[config.mk]
export PLATFORM = sky130hd
export DESIGN_NAME = vga_timing_gen
export DESIGN_NICKNAME = d
export VERILOG_FILES = /design/src/rtl/vga_pkg.sv /design/src/rtl/vga_pix_delay.sv /design/src/rtl/vga_timing_gen.sv
export SDC_FILE = /design/constraint.sdc
export NUM_CORES = 1
export LEC_CHECK = 0
export BUFFER_PORTS_ARGS = -buffer_cell sky130_fd_sc_hd__buf_2
export CORE_MARGIN = 3
export CORE_UTILIZATION = 52
export DETAILED_ROUTE_END_ITERATION = 6
export GPL_ROUTABILITY_DRIVEN = 0
export HOLD_SLACK_MARGIN = 0.06
export PLACE_DENSITY = 0.9
export SLEW_MARGIN = 10
export SYNTH_ARGS = -nofsm -noshare
export SYNTH_HDL_FRONTEND = slang
export SYNTH_SLANG_ARGS = --single-unit
export TNS_END_PERCENT = 1
[constraint.sdc]
create_clock -name clk -period 1.95 [get_ports clk]
set_clock_uncertainty 0.2 [all_clocks]
set_input_delay 0.0975 -clock clk [delete_from_list [all_inputs] [get_ports clk]]
set_output_delay 0.0975 -clock clk [all_outputs]
set_load 0.02 [all_outputs]
[src/rtl/vga_pkg.sv]
// Shared 640x480@60 VGA timing constants and the RGB332 to RGB444 pixel expansion.
package vga_pkg;

  localparam logic [9:0] H_ACTIVE = 10'd640;
  localparam logic [9:0] H_FRONT  = 10'd16;
  localparam logic [9:0] H_SYNC   = 10'd96;
  localparam logic [9:0] H_BACK   = 10'd48;
  localparam logic [9:0] V_ACTIVE = 10'd480;
  localparam logic [9:0] V_FRONT  = 10'd10;
  localparam logic [9:0] V_SYNC   = 10'd2;
  localparam logic [9:0] V_BACK   = 10'd33;

  localparam logic [9:0] H_TOTAL = H_ACTIVE + H_FRONT + H_SYNC + H_BACK;
  localparam logic [9:0] V_TOTAL = V_ACTIVE + V_FRONT + V_SYNC + V_BACK;
  localparam logic [9:0] H_LAST  = H_TOTAL - 10'd1;
  localparam logic [9:0] V_LAST  = V_TOTAL - 10'd1;

  // Sync windows are half-open: [START, END).
  localparam logic [9:0] H_SYNC_START = H_ACTIVE + H_FRONT;
  localparam logic [9:0] H_SYNC_END   = H_SYNC_START + H_SYNC;
  localparam logic [9:0] V_SYNC_START = V_ACTIVE + V_FRONT;
  localparam logic [9:0] V_SYNC_END   = V_SYNC_START + V_SYNC;

  // Replicate MSBs so full-scale 3/2-bit channels map to full-scale 4-bit.
  function automatic logic [11:0] rgb332_to_444(input logic [7:0] pix);
    return {pix[7:5], pix[7], pix[4:2], pix[4], pix[1:0], pix[1:0]};
  endfunction

endpackage

[src/rtl/vga_pix_delay.sv]
// Enable-gated shift register that delays the raw sync/active decode by PIPE_LAT pixel ticks.
module pix_delay #(
  parameter int W        = 3,
  parameter int PIPE_LAT = 2
) (
  input  logic         clk,
  input  logic         rst,
  input  logic         en,
  input  logic [W-1:0] rst_val,
  input  logic [W-1:0] d,
  output logic [W-1:0] q
);

  generate
    if (PIPE_LAT == 0) begin : g_pass
      logic unused_s;
      assign unused_s = ^{clk, rst, en, rst_val};
      assign q = d;
    end else begin : g_shift
      logic [W-1:0] stage_r [PIPE_LAT];

      // Shift one stage per pixel tick; every stage reloads rst_val on reset.
      always_ff @(posedge clk or posedge rst) begin
        if (rst) begin
          for (int i = 0; i < PIPE_LAT; i++) begin
            stage_r[i] <= rst_val;
          end
        end else if (en) begin
          stage_r[0] <= d;
          for (int i = 1; i < PIPE_LAT; i++) begin
            stage_r[i] <= stage_r[i-1];
          end
        end
      end

      assign q = stage_r[PIPE_LAT-1];
    end
  endgenerate

endmodule

[src/rtl/vga_timing_gen.sv]
// 640x480@60 VGA timing generator: pixel divider, h/v counters, raw decode for the GPU,
// and a latency-matched RGB444/sync output register for the panel.
module vga_timing_gen
  import vga_pkg::*;
#(
  parameter int CLK_DIV  = 4,
  parameter int PIPE_LAT = 2
) (
  input  logic        clk,
  input  logic        rst,
  input  logic [7:0]  pixel_data,
  output logic [19:0] address,
  output logic        v_sync,
  output logic        pix_en,
  output logic        frame_start,
  output logic        vga_hs,
  output logic        vga_vs,
  output logic [11:0] vga_rgb
);

  localparam int DIV_W = (CLK_DIV > 1) ? $clog2(CLK_DIV) : 1;
  localparam logic [DIV_W-1:0] DIV_LAST = DIV_W'(CLK_DIV - 1);

  logic [DIV_W-1:0] div_cnt_r;
  logic [9:0]       h_cnt_r;
  logic [9:0]       v_cnt_r;
  logic             pix_en_s;
  logic             h_wrap_s;
  logic             v_wrap_s;
  logic             active_raw_s;
  logic             hs_raw_s;
  logic             vs_raw_s;
  logic [2:0]       dly_s;
  logic             vga_hs_r;
  logic             vga_vs_r;
  logic [11:0]      vga_rgb_r;

  assign pix_en_s = (div_cnt_r == DIV_LAST);
  assign h_wrap_s = (h_cnt_r == H_LAST);
  assign v_wrap_s = (v_cnt_r == V_LAST);

  // System-clock divider producing one pixel tick every CLK_DIV clocks.
  always_ff @(posedge clk or posedge rst) begin
    if (rst) begin
      div_cnt_r <= {DIV_W{1'b0}};
    end else if (pix_en_s) begin
      div_cnt_r <= {DIV_W{1'b0}};
    end else begin
      div_cnt_r <= div_cnt_r + DIV_W'(1);
    end
  end

  // Horizontal/vertical position; line and frame wraps are decided from pre-update values.
  always_ff @(posedge clk or posedge rst) begin
    if (rst) begin
      h_cnt_r <= 10'd0;
      v_cnt_r <= 10'd0;
    end else if (pix_en_s) begin
      if (h_wrap_s) begin
        h_cnt_r <= 10'd0;
        v_cnt_r <= v_wrap_s ? 10'd0 : v_cnt_r + 10'd1;
      end else begin
        h_cnt_r <= h_cnt_r + 10'd1;
      end
    end
  end

  // Raw decode of the current position; syncs are active-low.
  always_comb begin
    active_raw_s = (h_cnt_r < H_ACTIVE) && (v_cnt_r < V_ACTIVE);
    hs_raw_s     = !((h_cnt_r >= H_SYNC_START) && (h_cnt_r < H_SYNC_END));
    vs_raw_s     = !((v_cnt_r >= V_SYNC_START) && (v_cnt_r < V_SYNC_END));
  end

  pix_delay #(
    .W        (3),
    .PIPE_LAT (PIPE_LAT)
  ) u_pix_delay (
    .clk     (clk),
    .rst     (rst),
    .en      (pix_en_s),
    .rst_val (3'b011),
    .d       ({active_raw_s, hs_raw_s, vs_raw_s}),
    .q       (dly_s)
  );

  // Panel output register: pixel_data arrives aligned with the delayed decode.
  always_ff @(posedge clk or posedge rst) begin
    if (rst) begin
      vga_hs_r  <= 1'b1;
      vga_vs_r  <= 1'b1;
      vga_rgb_r <= 12'h000;
    end else if (pix_en_s) begin
      vga_hs_r  <= dly_s[1];
      vga_vs_r  <= dly_s[0];
      vga_rgb_r <= dly_s[2] ? rgb332_to_444(pixel_data) : 12'h000;
    end
  end

  assign address     = {v_cnt_r, h_cnt_r};
  assign v_sync      = vs_raw_s;
  assign pix_en      = pix_en_s;
  assign frame_start = pix_en_s & h_wrap_s & v_wrap_s;
  assign vga_hs      = vga_hs_r;
  assign vga_vs      = vga_vs_r;
  assign vga_rgb     = vga_rgb_r;

endmodule
## Word-level counts from Yosys, hierarchy flattened

Index checks and enable logic that the tools add are counted.

- Add/subtract/negate cells: 3
- Order comparisons: 6
- Eq/ne operators: 3
- Multiplexer cells: 4
- Bitwise logic cells: 2
- Reduce and logical (&&, ||, !) cells: 6

Operators by type and width:

| cell | count |
|---|---|
| adder 10 x 1 -> 10 bit (second input constant) | 2 |
| == test 10 bit (second input constant) | 2 |
| < comparator 10 bit (second input constant) | 2 |
| < comparator 10 x 9 -> 1 bit (second input constant) | 2 |
| two-way mux 10 bit | 2 |
| two-way mux 12 bit | 1 |
| >= comparator 10 bit (second input constant) | 1 |
| >= comparator 10 x 9 -> 1 bit (second input constant) | 1 |
| logical AND 1 bit | 3 |
| adder 2 x 1 -> 2 bit (second input constant) | 1 |
| bitwise AND 1 bit | 2 |
| == test 2 bit (second input constant) | 1 |
| logical NOT 1 bit | 2 |
| two-way mux 2 bit | 1 |
| AND reduction 2 bit | 1 |

- Bits in registers: 42
- Bits of input ports: 10
- Output and inout port bits: 37
- Word-level logic and storage cells: 32

## Depth between registers and ports, before layout

- Depth after elaboration: 3
- Gate-level depth with buffers: 6
- Mapped depth without buffers: 6

## Worst setup path after synthesis

OpenSTA, ideal clock, no wires.

- Path type: register to register
- Start point: register v_cnt_r[0]
- End point: register v_cnt_r[8]
- Setup time: 0.126 ns
- Data arrival time: 1.588 ns
- Data required time: 1.624 ns
- Slack: 0.036 ns
- Stages on the path, launching flop included: 7
- Path buffers: 0
- Period minus slack after synthesis: 1.914 ns
- Cell sequence: dfrtp_1 > inv_1 > ha_1 > nor4bb_1 > and4_1 > nor2_2 > a221o_1

- Word-level cells in the longest chain between the ends: 2
- Elaborated cells between the ends (all ways): 3
- Classes of those cells: 1 x add/sub; 1 x eq/ne; 1 x mux

RTL lines:

| element | RTL line | source |
|---|---|---|
| start: declaration | vga_timing_gen.sv:26 | `logic [9:0] v_cnt_r;` |
| start signal: assignment | vga_timing_gen.sv:61 | `v_cnt_r <= v_wrap_s ? 10'd0 : v_cnt_r + 10'd1;` |
| adder 10 x 1 -> 10 bit or == test 10 bit (tied branches) | vga_timing_gen.sv:61, vga_timing_gen.sv:40 |  |
| two-way mux 10 bit * | vga_timing_gen.sv:61 |  |

Mark *: on every way between the ends. The rest lies on a longest branch, timed or not.
A chain may end at the register's enable or synchronous reset.

## Final worst setup path

- Start point: register v_cnt_r[7]
- End point: output v_sync

- Word-level cells in the longest chain between the ends: 3
- Elaborated cells between the ends (all ways): 4
- Classes of those cells: 2 x order compare; 2 x reduce/logical

RTL lines:

| element | RTL line | source |
|---|---|---|
| >= comparator 10 x 9 -> 1 bit or < comparator 10 x 9 -> 1 bit (tied branches) | vga_timing_gen.sv:72 | `vs_raw_s = !((v_cnt_r >= V_SYNC_START) && (v_cnt_r < V_SYNC_END));` |
| logical AND 1 bit * | vga_timing_gen.sv:72 |  |
| logical NOT 1 bit * | vga_timing_gen.sv:72 |  |
| end: declaration | vga_timing_gen.sv:13 | `output logic v_sync,` |

Marked as above.

==> key figures <==
Power
  – Peak VDD IR: 0.385 mV
  – Power per cell area: ~650 nW/um^2
  – P_leak: 0.00116 uW

Logic synthesis
  – Primary FF master, synth: dfrtp_1
  – Number of synthesized register bits: 38
  – Post-synth EDFFs: 0
  – Asr flop ratio synth: 1.00
  – Avg Inst Size Synth: 10.2 um^2
  – Syn_nets: 194
  – Cell variety after synth: 41
  – Synth Instances: between 150 and 200
  – Sequential-to-total area share from yosys stat: 0.524
  – YS warnings: 0
  – Post-Syn Area: 1830 um^2

Status
  – Status: finished, final reports clean

Die
  – Core area: 3200 um^2
  – Die ar.: 4270 um^2
  – Initial core utilization: 0.571
  – Die Y: 65.3 um
  – Io pins: 47
  – Row count: 20
  – Die W: 65.3 um

CTS
  – CTS Buffer Depth: 2
  – CTS tree: built
  – CTS H-tree depth: 2
  – Clock slew at reported path FFs: 0.12 ns
  – Clk root buf: clkbuf_4
  – Clock tree sinks: 38
  – CTS buffer count: 5
  – Clock latency on the worst-skew pair: 0.35 ns

Detailed routing
  – Routed length per placed instance: 14.4 um
  – Final ANT Viol Nets: 0
  – Final wirelength: 4220 um
  – # DRC: 0
  – Vias after detailed routing: 1582
  – Drt initial violations: 69
  – Number of vias per cell: 5.40
  – DR pass1 iterations: 4

Cells and area
  – Final-stage net count: 263
  – Fill count: ~240
  – Proportion of layout cells with a drive suffix above 1: 0.357
  – Most frequent cells in the layout: buf_2, dfrtp_1, nand2_1
  – Synth-to-Final Area Change: 30.7%
  – Commonest non-fill, non-tap cell in the layout: buf_2
  – Fin cells: 293
  – Final core occ: 0.746
  – Ant diodes: 0

STA
  – # setup viols final: 0
  – Unrepaired setup endpoints after global routing: yes
  – Final Cycle Share: 0.976
  – PnR worst setup slack: 0.0474 ns
  – Max Slew Vio Count: 0
  – Min cycle time layout: 1.90 ns
  – Max Clk Rate: 526 MHz
  – Final Hold Vio Count: 0
  – Worst relative slew slack: 0.690
  – Tightest Pin Transition: 0.464 ns

Place
  – PortBufs: between 40 and 50
  – Detail Placement HPWL: 2840 um
  – Placed cell count: 273
  – Setup slack after placement: 0.0861 ns

Worst setup path
  – Reg2reg end: v_cnt_r[8]
  – Crit Path Category: flip-flop to primary output
  – R2R Setup Slk: 0.13 ns
  – End of the critical path: v_sync
  – Worst setup SP type: flip-flop
  – Worst setup EP type: primary output
  – Reg2Reg Depth: 6
  – Worst EP required: 1.65 ns
  – RR Startpoint: v_cnt_r[0]
  – Worst Path Max Fanout: 5
  – Crit path DAT: between 1.5 and 2 ns
  – Crit path launch: v_cnt_r[7]

Global routing
  – First-pass GRT wire length: ~6900 um
  – Vias in the first global route: 1459
  – Total GRT Usage: 0.213
  – Largest net degree at the start of global routing: 39
  – Grt total ovfl: 0
  – Initial antenna violation count: 0

Job
  – Max cap viols: 0

Hold path
  – Worst Hold Class: input pin to async pin
==> layer usage <==
metal  GRT usage  part of all wire  wire (um)
met1       0.278              0.43       1810
met2       0.341              0.49       2080
met3      0.0393             0.048        204
met4       0.101             0.030        127
met5           0                 0          0
==> what timing repair did <==
action / 4_1_cts / 5_1_grt
hold endpoints to repair: 46 / 0
setup endpoints to repair: 1 / 3
gates resized for setup: 0 / 2
pin swaps: 2 / 1
hold buffers: 9 / 0
setup buffers: 2 / 1
==> power breakdown <==
| group | internal, uW | switching [uW] |
|---|---|---|
| registers | 797 | 5.35 |
| logic | 30.9 | 45.6 |
| clock network | 401 | 271 |
| total | 1230 | 322 |
==> cells by family after synthesis <==
group	share of synthesized area
compound gates	0.0923
xor+xnor	0.0383
flops	0.524
buf+inv	0.0636
fa+ha+maj	0.0342
mux	0.0547
simple gates	0.193
==> stage by stage <==
stage | power, uW | hold WS, ns | TNS [ns] | instance area (um^2)
after floorplan | 856 | 0.0143 | 0 | 1830
after global placement | 877 | 0.0286 | 0 | 2160
after detailed placement | 878 | 0.0312 | 0 | 2160
after CTS | 1560 | 0.192 | 0 | 2370
after global routing | 1610 | 0.220 | -0.0875 | 2390
final | 1550 | 0.188 | 0 | 2390
==> final cells by class <==
cell class,instances,area [um^2],share of cell area
clock buffers,5,37.5,0.0157
inverters,16,60.1,0.0251
repair buffers,72,448,0.187
well taps,44,55.1,0.0230
flip-flops and latches,38,958,0.401
clock inverters,3,68.8,0.0288
multi-input cells,115,763,0.319
==> worst min path at each step <==
stage                                           endpoint          start  slack [ns]  cells past startpoint
after CTS                 u_pix_delay.g_shift.stage_r[5]            rst        0.19                      4
after global placement                        v_cnt_r[5]            rst        0.03                      3
after global routing                    u_pix_delay.q[2]            rst        0.22                      4
after detailed placement  u_pix_delay.g_shift.stage_r[5]            rst        0.03                      3
after floorplan                              vga_rgb[10]  pixel_data[6]        0.01                      2
final                                   u_pix_delay.q[2]            rst        0.19                      4
==> cell usage after synthesis (2+ instances only) <==
master    count  area (um^2)
a21oi_1       2         10.0
a22o_1        2         17.5
a31oi_1       2         12.5
and4_1        4         35.0
buf_4         5         37.5
clkbuf_1      4         15.0
dfrtp_1      32          801
dfstp_2       6          158
ha_1          5         62.6
inv_1        16         60.1
mux2_2        7         78.8
nand2_1      18         67.6
nand3_1       7         35.0
nand4_1       7         43.8
nor2_1       13         48.8
nor3_1        4         20.0
nor4_1        2         12.5
o21ai_0      14         70.1
xnor2_1       3         26.3
xor2_1        5         43.8
==> state kept, by name, indices dropped and copies added (netlist names) <==
register,cells
div_cnt_r,2
v_cnt_r,10
vga_vs,1
h_cnt_r,10
u_pix_delay.g_shift.stage_r,3
u_pix_delay.q,3
vga_hs,1
vga_rgb,8
==> critical path, stage by stage (launching register included) <==
cell and delay (ns):
dfrtp_1 0.41, buf_4 0.15, nand4_1 0.16, nor2_2 0.16, nand4_1 0.18, buf_2 0.22
No activity file was read; power rests on OpenSTA's default activity.
